$ cat config.mk
export PLATFORM = sky130hd
export DESIGN_NAME = redondeo_pipe
export DESIGN_NICKNAME = d
export VERILOG_FILES = /design/src/rtl/redondeo_pkg.sv /design/src/rtl/redondeo_sat.sv /design/src/rtl/redondeo_pipe.sv
export SDC_FILE = /design/constraint.sdc
export NUM_CORES = 1
export LEC_CHECK = 0
export BUFFER_PORTS_ARGS = -buffer_cell sky130_fd_sc_hd__buf_4
export CORE_AREA = 2 2 47 59
export DETAILED_ROUTE_END_ITERATION = 12
export DIE_AREA = 0 0 49 61
export PLACE_DENSITY = 0.71
export SETUP_SLACK_MARGIN = 0.05
export SYNTH_ARGS = -nofsm -noshare
export SYNTH_HDL_FRONTEND = slang
export SYNTH_SLANG_ARGS = --single-unit
$ cat constraint.sdc
create_clock -name clk -period 1.5 [get_ports clk]
set_input_delay 0.075 -clock clk [delete_from_list [all_inputs] [get_ports clk]]
set_output_delay 0.075 -clock clk [all_outputs]
set_load 0.1 [all_outputs]
$ cat src/rtl/redondeo_pkg.sv
// Shared definitions for the redondeo narrowing blocks: rounding-mode
// encodings and the helper that turns a mode into the pre-shift increment.
package redondeo_pkg;

  typedef logic [1:0] mode_t;

  localparam mode_t MODE_TRUNC     = 2'd0;
  localparam mode_t MODE_HALF_UP   = 2'd1;
  localparam mode_t MODE_HALF_EVEN = 2'd2;

  // Increment added before dropping 'drop' fraction bits. keep_lsb is the
  // lowest bit that survives the shift; it breaks ties toward even.
  // The reserved encoding behaves like truncation.
  function automatic int round_inc(input int drop, input mode_t mode,
                                   input logic keep_lsb);
    int half;
    half = 1 << (drop - 1);
    case (mode)
      MODE_HALF_UP:   return half;
      MODE_HALF_EVEN: return half - 1 + int'(keep_lsb);
      default:        return 0;
    endcase
  endfunction

endpackage

$ cat src/rtl/redondeo_sat.sv
// Combinational shift + clamp: takes a rounded sum, drops DROP fraction bits
// (arithmetic) and saturates the result into a signed OUT_W-bit word.
module redondeo_sat #(
  parameter int SUM_W = 12,
  parameter int DROP  = 4,
  parameter int OUT_W = 6
) (
  input  logic [SUM_W-1:0] sum,
  output logic [OUT_W-1:0] data,
  output logic             ovf_pos,
  output logic             ovf_neg
);

  localparam int Q_W = SUM_W - DROP;

  // Arithmetic shift right by DROP is just the top Q_W bits of the sum.
  logic [Q_W-1:0]       q;
  logic [Q_W-OUT_W:0]   hi;
  logic                 fits;
  logic [DROP-1:0]      unused_frac;

  assign q           = sum[SUM_W-1:DROP];
  assign unused_frac = sum[DROP-1:0];
  assign hi          = q[Q_W-1:OUT_W-1];
  // The value fits when every bit above the output sign bit copies it.
  assign fits        = (&hi) | ~(|hi);

  // Clamp to the signed range of the output word and flag the direction.
  always_comb begin
    data    = q[OUT_W-1:0];
    ovf_pos = 1'b0;
    ovf_neg = 1'b0;
    if (!fits) begin
      if (q[Q_W-1]) begin
        data    = {1'b1, {(OUT_W-1){1'b0}}};
        ovf_neg = 1'b1;
      end else begin
        data    = {1'b0, {(OUT_W-1){1'b1}}};
        ovf_pos = 1'b1;
      end
    end
  end

endmodule

$ cat src/rtl/redondeo_pipe.sv
// Two-stage rounding/saturating narrower with valid/ready handshake.
// Stage 1 adds the mode-dependent rounding increment, stage 2 shifts,
// clamps and registers the result with its overflow flags.
// Optional saturation-event counter: define REDONDEO_STATS_EN.
module redondeo_pipe
  import redondeo_pkg::*;
#(
  parameter int IN_W     = 11,
  parameter int IN_FRAC  = 4,
  parameter int OUT_W    = 6,
  parameter int OUT_FRAC = 0,
  parameter int CNT_W    = 8
) (
  input  logic             clk,
  input  logic             reset,
  input  logic             in_valid,
  output logic             in_ready,
  input  logic [IN_W-1:0]  in_data,
  input  logic [1:0]       in_mode,
  output logic             out_valid,
  input  logic             out_ready,
  output logic [OUT_W-1:0] out_data,
  output logic             out_ovf_pos,
  output logic             out_ovf_neg,
  input  logic             clr_cnt,
  output logic [CNT_W-1:0] sat_count
);

  localparam int DROP  = IN_FRAC - OUT_FRAC;
  localparam int SUM_W = IN_W + 1;

  if (DROP < 1 || (IN_W - DROP) < (OUT_W - 1)) begin : g_bad_params
    $error("redondeo_pipe: need DROP>=1 and IN_W-DROP >= OUT_W-1");
  end

  // Handshake: a sample moves on a cycle where valid and ready are both
  // high at the rising edge. The whole pipe advances together when the
  // output slot is empty or being taken, so in_ready depends only on
  // out_valid/out_ready, never on in_valid. A held output stays stable.
  logic en;
  assign en       = !out_valid | out_ready;
  assign in_ready = en;

  logic [SUM_W-1:0] inc;
  logic [SUM_W-1:0] sum_next;
  logic             s1_valid;
  logic [SUM_W-1:0] s1_sum;

  // One extra bit of headroom so a rounding carry out of max positive
  // is seen by the clamp instead of wrapping.
  assign inc      = SUM_W'(round_inc(DROP, mode_t'(in_mode), in_data[DROP]));
  assign sum_next = {in_data[IN_W-1], in_data} + inc;

  // Stage 1: register the rounded-up sum and its valid bit.
  always_ff @(posedge clk) begin
    if (reset) begin
      s1_valid <= 1'b0;
      s1_sum   <= '0;
    end else if (en) begin
      s1_valid <= in_valid;
      if (in_valid) s1_sum <= sum_next;
    end
  end

  logic [OUT_W-1:0] sat_data;
  logic             sat_pos;
  logic             sat_neg;

  redondeo_sat #(
    .SUM_W (SUM_W),
    .DROP  (DROP),
    .OUT_W (OUT_W)
  ) u_sat (
    .sum     (s1_sum),
    .data    (sat_data),
    .ovf_pos (sat_pos),
    .ovf_neg (sat_neg)
  );

  // Stage 2: register clamped data and flags together with out_valid.
  always_ff @(posedge clk) begin
    if (reset) begin
      out_valid   <= 1'b0;
      out_data    <= '0;
      out_ovf_pos <= 1'b0;
      out_ovf_neg <= 1'b0;
    end else if (en) begin
      out_valid <= s1_valid;
      if (s1_valid) begin
        out_data    <= sat_data;
        out_ovf_pos <= sat_pos;
        out_ovf_neg <= sat_neg;
      end
    end
  end

`ifdef REDONDEO_STATS_EN
  logic sat_xfer;
  assign sat_xfer = out_valid & out_ready & (out_ovf_pos | out_ovf_neg);

  // Count delivered saturated samples; sticks at all-ones, clear wins.
  always_ff @(posedge clk) begin
    if (reset || clr_cnt) begin
      sat_count <= '0;
    end else if (sat_xfer && (sat_count != {CNT_W{1'b1}})) begin
      sat_count <= sat_count + 1'b1;
    end
  end
`else
  logic unused_clr;
  assign unused_clr = clr_cnt;
  assign sat_count  = '0;
`endif

endmodule

# ---- Word-level counts from Yosys, hierarchy flattened
# Cells that the tools add are included.
dict set report word_totals {
  reg_bits 22
  in_bits 18
  out_inout_bits 18
  elab_cells 25
}
dict set report classes {
  n_eq_ne 2
  reduce_logical 5
  bitwise_logic 3
  n_addsub 2
  muxes 7
}
# cell n
set ops {}
lappend ops {{12-bit adder} 1}
lappend ops {{6-bit two-way mux} 2}
lappend ops {{4-bit case mux with 2 select lines} 1}
lappend ops {{3-bit by 1-bit adder with 4-bit output (first input constant)} 1}
lappend ops {{1-bit two-way mux} 4}
lappend ops {{2-bit AND reduction} 2}
lappend ops {{3-bit AND reduction} 1}
lappend ops {{3-bit OR reduction} 1}
lappend ops {{2-bit by 1-bit equality test with 1-bit output (second input constant)} 1}
lappend ops {{2-bit equality test (second input constant)} 1}
lappend ops {{1-bit OR} 2}
lappend ops {{1-bit zero test} 1}
lappend ops {{1-bit NOT} 1}

# ---- Depth between registers and ports, before layout
dict set report depth {
  word_depth 4
  ltp_mapped 9
  ltp_nobuf 9
}

# ---- Cells and area by module
# From an unflattened synthesis, not the netlist that was laid out.
dict set report unflattened {
  cells_unflattened 166
  hier_area_um2 1357.6
}
# mod cells_per_inst area_each_um2 n_inst seq_area_each_um2
set modules_own_cells {}
lappend modules_own_cells {redondeo_pipe 144 1224.9 1 440.4}
lappend modules_own_cells {redondeo_sat 22 132.6 1 0.0}

# ---- Least setup slack after synthesis
# Ideal clock, no wire load.
dict set report synth_timing {
  path_type {reg2reg}
  start {register out_valid}
  end {register s1_sum[9]}
  setup_time_ps 92
  period_less_slack_ps 2233
  slack_ps -733
  path_buffers 0
  path_stages_with_launch 6
  t_required_ps 1408
  arrival_time_ps 2141
  cell_sequence {dfxtp_1 > nor2b_4 > inv_2 > and2_2 > and4_1 > nor4_1}
}
dict set report synth_via {
  elab_chain_len 3
}
# element line
set synth_lines {}
lappend synth_lines {{from (decl)} redondeo_pipe.sv:20} ;# output logic out_valid,
lappend synth_lines {{from (signal assigned)} redondeo_pipe.sv:88} ;# out_valid <= s1_valid;
lappend synth_lines {{1-bit zero test} redondeo_pipe.sv:41} ;# assign en = !out_valid | out_ready;
lappend synth_lines {{1-bit OR} redondeo_pipe.sv:41}
lappend synth_lines {{net in_ready} redondeo_pipe.sv:17} ;# output logic in_ready,
lappend synth_lines {{2-bit AND reduction (no line)} -}
lappend synth_lines {{to (signal assigned)} redondeo_pipe.sv:61} ;# if (in_valid) s1_sum <= sum_next;
lappend synth_lines {{to (decl)} redondeo_pipe.sv:47} ;# logic [SUM_W-1:0] s1_sum;
# The timed path passes the listed nets, and every way through them passes these cells.
# A chain may end at the register's enable or synchronous reset.

# ---- Final worst setup path
dict set report layout_timing {
  start {input in_mode[0]}
  end {register s1_sum[10]}
}
dict set report layout_via {
  elab_chain_len 3
  elab_cells_between_ends 4
  classes_between {add/sub: 1; eq/ne: 2; mux: 1}
}
# element line
set layout_lines {}
lappend layout_lines {{from (decl)} redondeo_pipe.sv:19} ;# input logic [1:0] in_mode,
lappend layout_lines {{2-bit equality test or 2-bit by 1-bit equality test with 1-bit output (tied branches)} redondeo_pkg.sv:18} ;# case (mode)
lappend layout_lines {{4-bit case mux with 2 select lines *} redondeo_pkg.sv:18}
lappend layout_lines {{12-bit adder *} redondeo_pipe.sv:52} ;# assign sum_next = {in_data[IN_W-1], in_data} + inc;
# Every way passes the cells marked *; elsewhere a longest branch is shown, timed or not.

==> flow_metrics.py <==
metrics = {
    "status": {
        "status": "completed",
    },
    "clocking": {
        "post_cts_resized": 0,
        "htreeDepth": 1,
        "cts_tree": "yes",
        "cts.path.max_buffers": 2,
        "clk_latency_ns": 0.29,
        "cts_root_buffer": "clkbuf_4",
        "cts_made_buffers": 3,
        "path_clk_slew_ns": 0.10,
        "post-cts-setup-buffers": 0,
        "postCtsHoldBufs": 0,
        "cts.sinks": 18,
    },
    "hold_path": {
        "min_path_type": "input pin to flop",
        "worstHoldStart": "out_ready",
        "hold-path-endpoint": "s1_valid",
        "holdPathStages": 4,
    },
    "critical_path": {
        "critPathKind": "input pin to flop",
        "r2r_slack_ns": 0.13,
        "endpoint_kind": "flop",
        "crit_buf_inv": 2,
        "cpMaxStageDelayCell": "ha_2",
        "path_cells": "buf_4 > inv_2 > ha_4 > a21oi_1 > nor2_1 > ha_2 > o21ai_4 > nor3_4 > a311oi_1 > nor4_1",
        "r2r-end": "out_ovf_neg",
        "regToRegStartpoint": "out_valid",
        "ff2ff_path_depth": 4,
        "slowest_delay_ns": 0.36,
        "arrival_ns": 1.61,
        "cp_top_family": "simple AND/OR/NAND/NOR gates",
        "path_max_fanout": 6,
        "worst_ep_required_time_ns": 1.70,
        "critPathLaunchType": "input pin",
    },
    "floorplanning": {
        "io-pin-count": 36,
        "dieArea_sq_um": 2990,
        "die_w_um": 49,
        "start_util_pct": 41.2,
        "die_y_um": 61,
        "core_region_area_sq_um": 2430,
        "rows": 20,
    },
    "logic_synthesis": {
        "synth-seq-cells": 18,
        "synth_cell_types": 36,
        "yosys-top-cells-count": "18 x dfxtp_1, 16 x nor2_1, 9 x nand2_1",
        "synthFlopType": "dfxtp_1",
        "synth.avg_cell_area_sq_um": 8.77,
        "synth_top_area_share_pct": 36.0,
        "syn_area_sq_um": 1000,
        "synth_most_common_cell": "dfxtp_1",
        "async_reset_ff_share_pct": 0,
        "synthTopCellsByArea": "dfxtp_1 36%, ha_1 6.3%, buf_4 6.0%",
        "yosysWarnings": 0,
        "yosys.area.top_type": "dfxtp_1",
        "syn_inst": 114,
        "synth_edf_count": 0,
        "ys_seq_area_share_pct": 36.0,
    },
    "power_and_ir_drop": {
        "power_leakage_nw": 0.537,
        "power_density_nw_per_um2": 970,
        "vdd_drop_max_mv": 0.479,
    },
    "cells_and_area": {
        "fill_cells": 232,
        "syn2layout_area_growth_pct": 34.3,
        "nets": 165,
        "postLayoutCoreUtil_pct": 55.3,
        "drive_gt1_share_pct": 42.6,
        "antenna_cells": 0,
        "design_area_sq_um": 1340,
    },
    "flow_run": {
        "drv_cap": 0,
    },
    "timing": {
        "whs_ns": 0.0766,
        "setup_violations": 0,
        "rsz0062_at_grt": "yes",
        "post-route-period-util_pct": 94.1,
        "tightest_slew_ns": 0.591,
        "drv_slew": 0,
        "finalHoldViolCount": 0,
        "period_needed_ns": 1.41,
        "fmax_mhz": 708,
        "relSlewSlack_pct": 60.4,
        "skew_ns": 0.00550,
    },
    "route": {
        "routed-via-count": 856,
        "routedWlPerCell_um": 11.0,
        "dr.first_iter.drc_count": 9,
        "dr.pass1.iters": 4,
        "drtAntennaViolNets": 0,
        "routed_wl_um": 1920,
        "vias_per_cell": 4.92,
        "post-route-drc-count": 0,
    },
    "placement": {
        "portBuffers": 26,
        "placed_area_sq_um": 1300,
        "gp_congestion": 0.716,
        "hpwl_um": 1550,
    },
    "global_routing": {
        "grt_pass1_vias": 780,
        "grt_first_pass_wirelength_um": 3260,
        "grt_start_max_net_pins": 19,
        "grt-ovfl-total": 0,
        "track_usage_pct": 13.9,
        "antenna_found_initial": 0,
    },
}
-- through the flow --
| stage | std cells | worst slack (ns) | TNS [ns] | power, mW |
|---|---|---|---|---|
| after floorplan | 121 | -0.0667 | -0.0962 | 0.944 |
| after global placement | 170 | -0.229 | -1.31 | 1.01 |
| after detailed placement | 170 | -0.260 | -1.59 | 1.02 |
| after CTS | 174 | 0.0514 | 0 | 1.32 |
| after global routing | 174 | -0.0210 | -0.0210 | 1.36 |
| final | 174 | 0.0882 | 0 | 1.30 |
-- worst max path at each step --
stage / start / endpoint / slack [ns] / depth (start not counted)
global route: in_mode[0] / s1_sum[10] / -0.02 / 10
detailed placement: in_mode[0] / s1_sum[10] / -0.26 / 9
global placement: in_mode[0] / s1_sum[10] / -0.23 / 9
CTS: in_mode[0] / s1_sum[10] / 0.05 / 9
finish: in_mode[0] / s1_sum[10] / 0.09 / 10
floorplan: out_valid / s1_sum[10] / -0.07 / 5
-- cells in the final DEF (no fill, tap or decap), drive strengths merged, types with 5 or more instances in the layout --
cell / count
a21oi: 8
nand2: 9
o21ai: 6
nor2: 16
conb: 8
a211oi: 8
buf: 27
dfxtp: 18
ha: 5
-- cell families after synthesis --
kind of cell	Yosys count	synth area share [%]
AND/OR/NAND/NOR	41	21.4
AO/OA/AOI/OAI	28	20.0
flip-flops	18	36.0
buffers and inverters	15	10.4
adder cells (fa/ha/maj)	5	6.26
XOR/XNOR	4	3.50
multiplexers	2	2.00
other	1	0.375
-- worst min-delay path: stages --
cell and delay, ns:
buf_4 0.09, nor2b_4 0.05, nand2_1 0.06, a21oi_1 0.05
-- sequential cells by signal, indices dropped and copies added, names as in the netlist --
name         cells
out_ovf_neg      1
out_ovf_pos      1
out_data         6
s1_sum           8
out_valid        1
s1_valid         1
-- final cells by class --
type                    instances  area [sq um]  area share [%]
inverters                       4          22.5            1.68
well taps                      33          41.3            3.08
repair buffers                 27           206            15.4
clock buffers                   4          36.3            2.70
multi-input cells              88           672            50.0
flip-flops and latches         18           364            27.1
-- where the power goes --
group / leakage (nW) / internal, mW / switching, mW
Combinational: 0.367 / 0.133 / 0.339
Clock: 0.0210 / 0.148 / 0.146
Sequential: 0.149 / 0.513 / 0.0234
-- metal layers --
metal | up-vias | global-route usage [%] | share of wire [%]
li1 | 440 | - | -
met1 | 401 | 16.2 | 40
met2 | 13 | 26.0 | 56
met3 | 2 | 1.72 | 2.9
met4 | 0 | 6.12 | 0.99
met5 | - | 0 | 0
(Power assumes the default switching activity.)
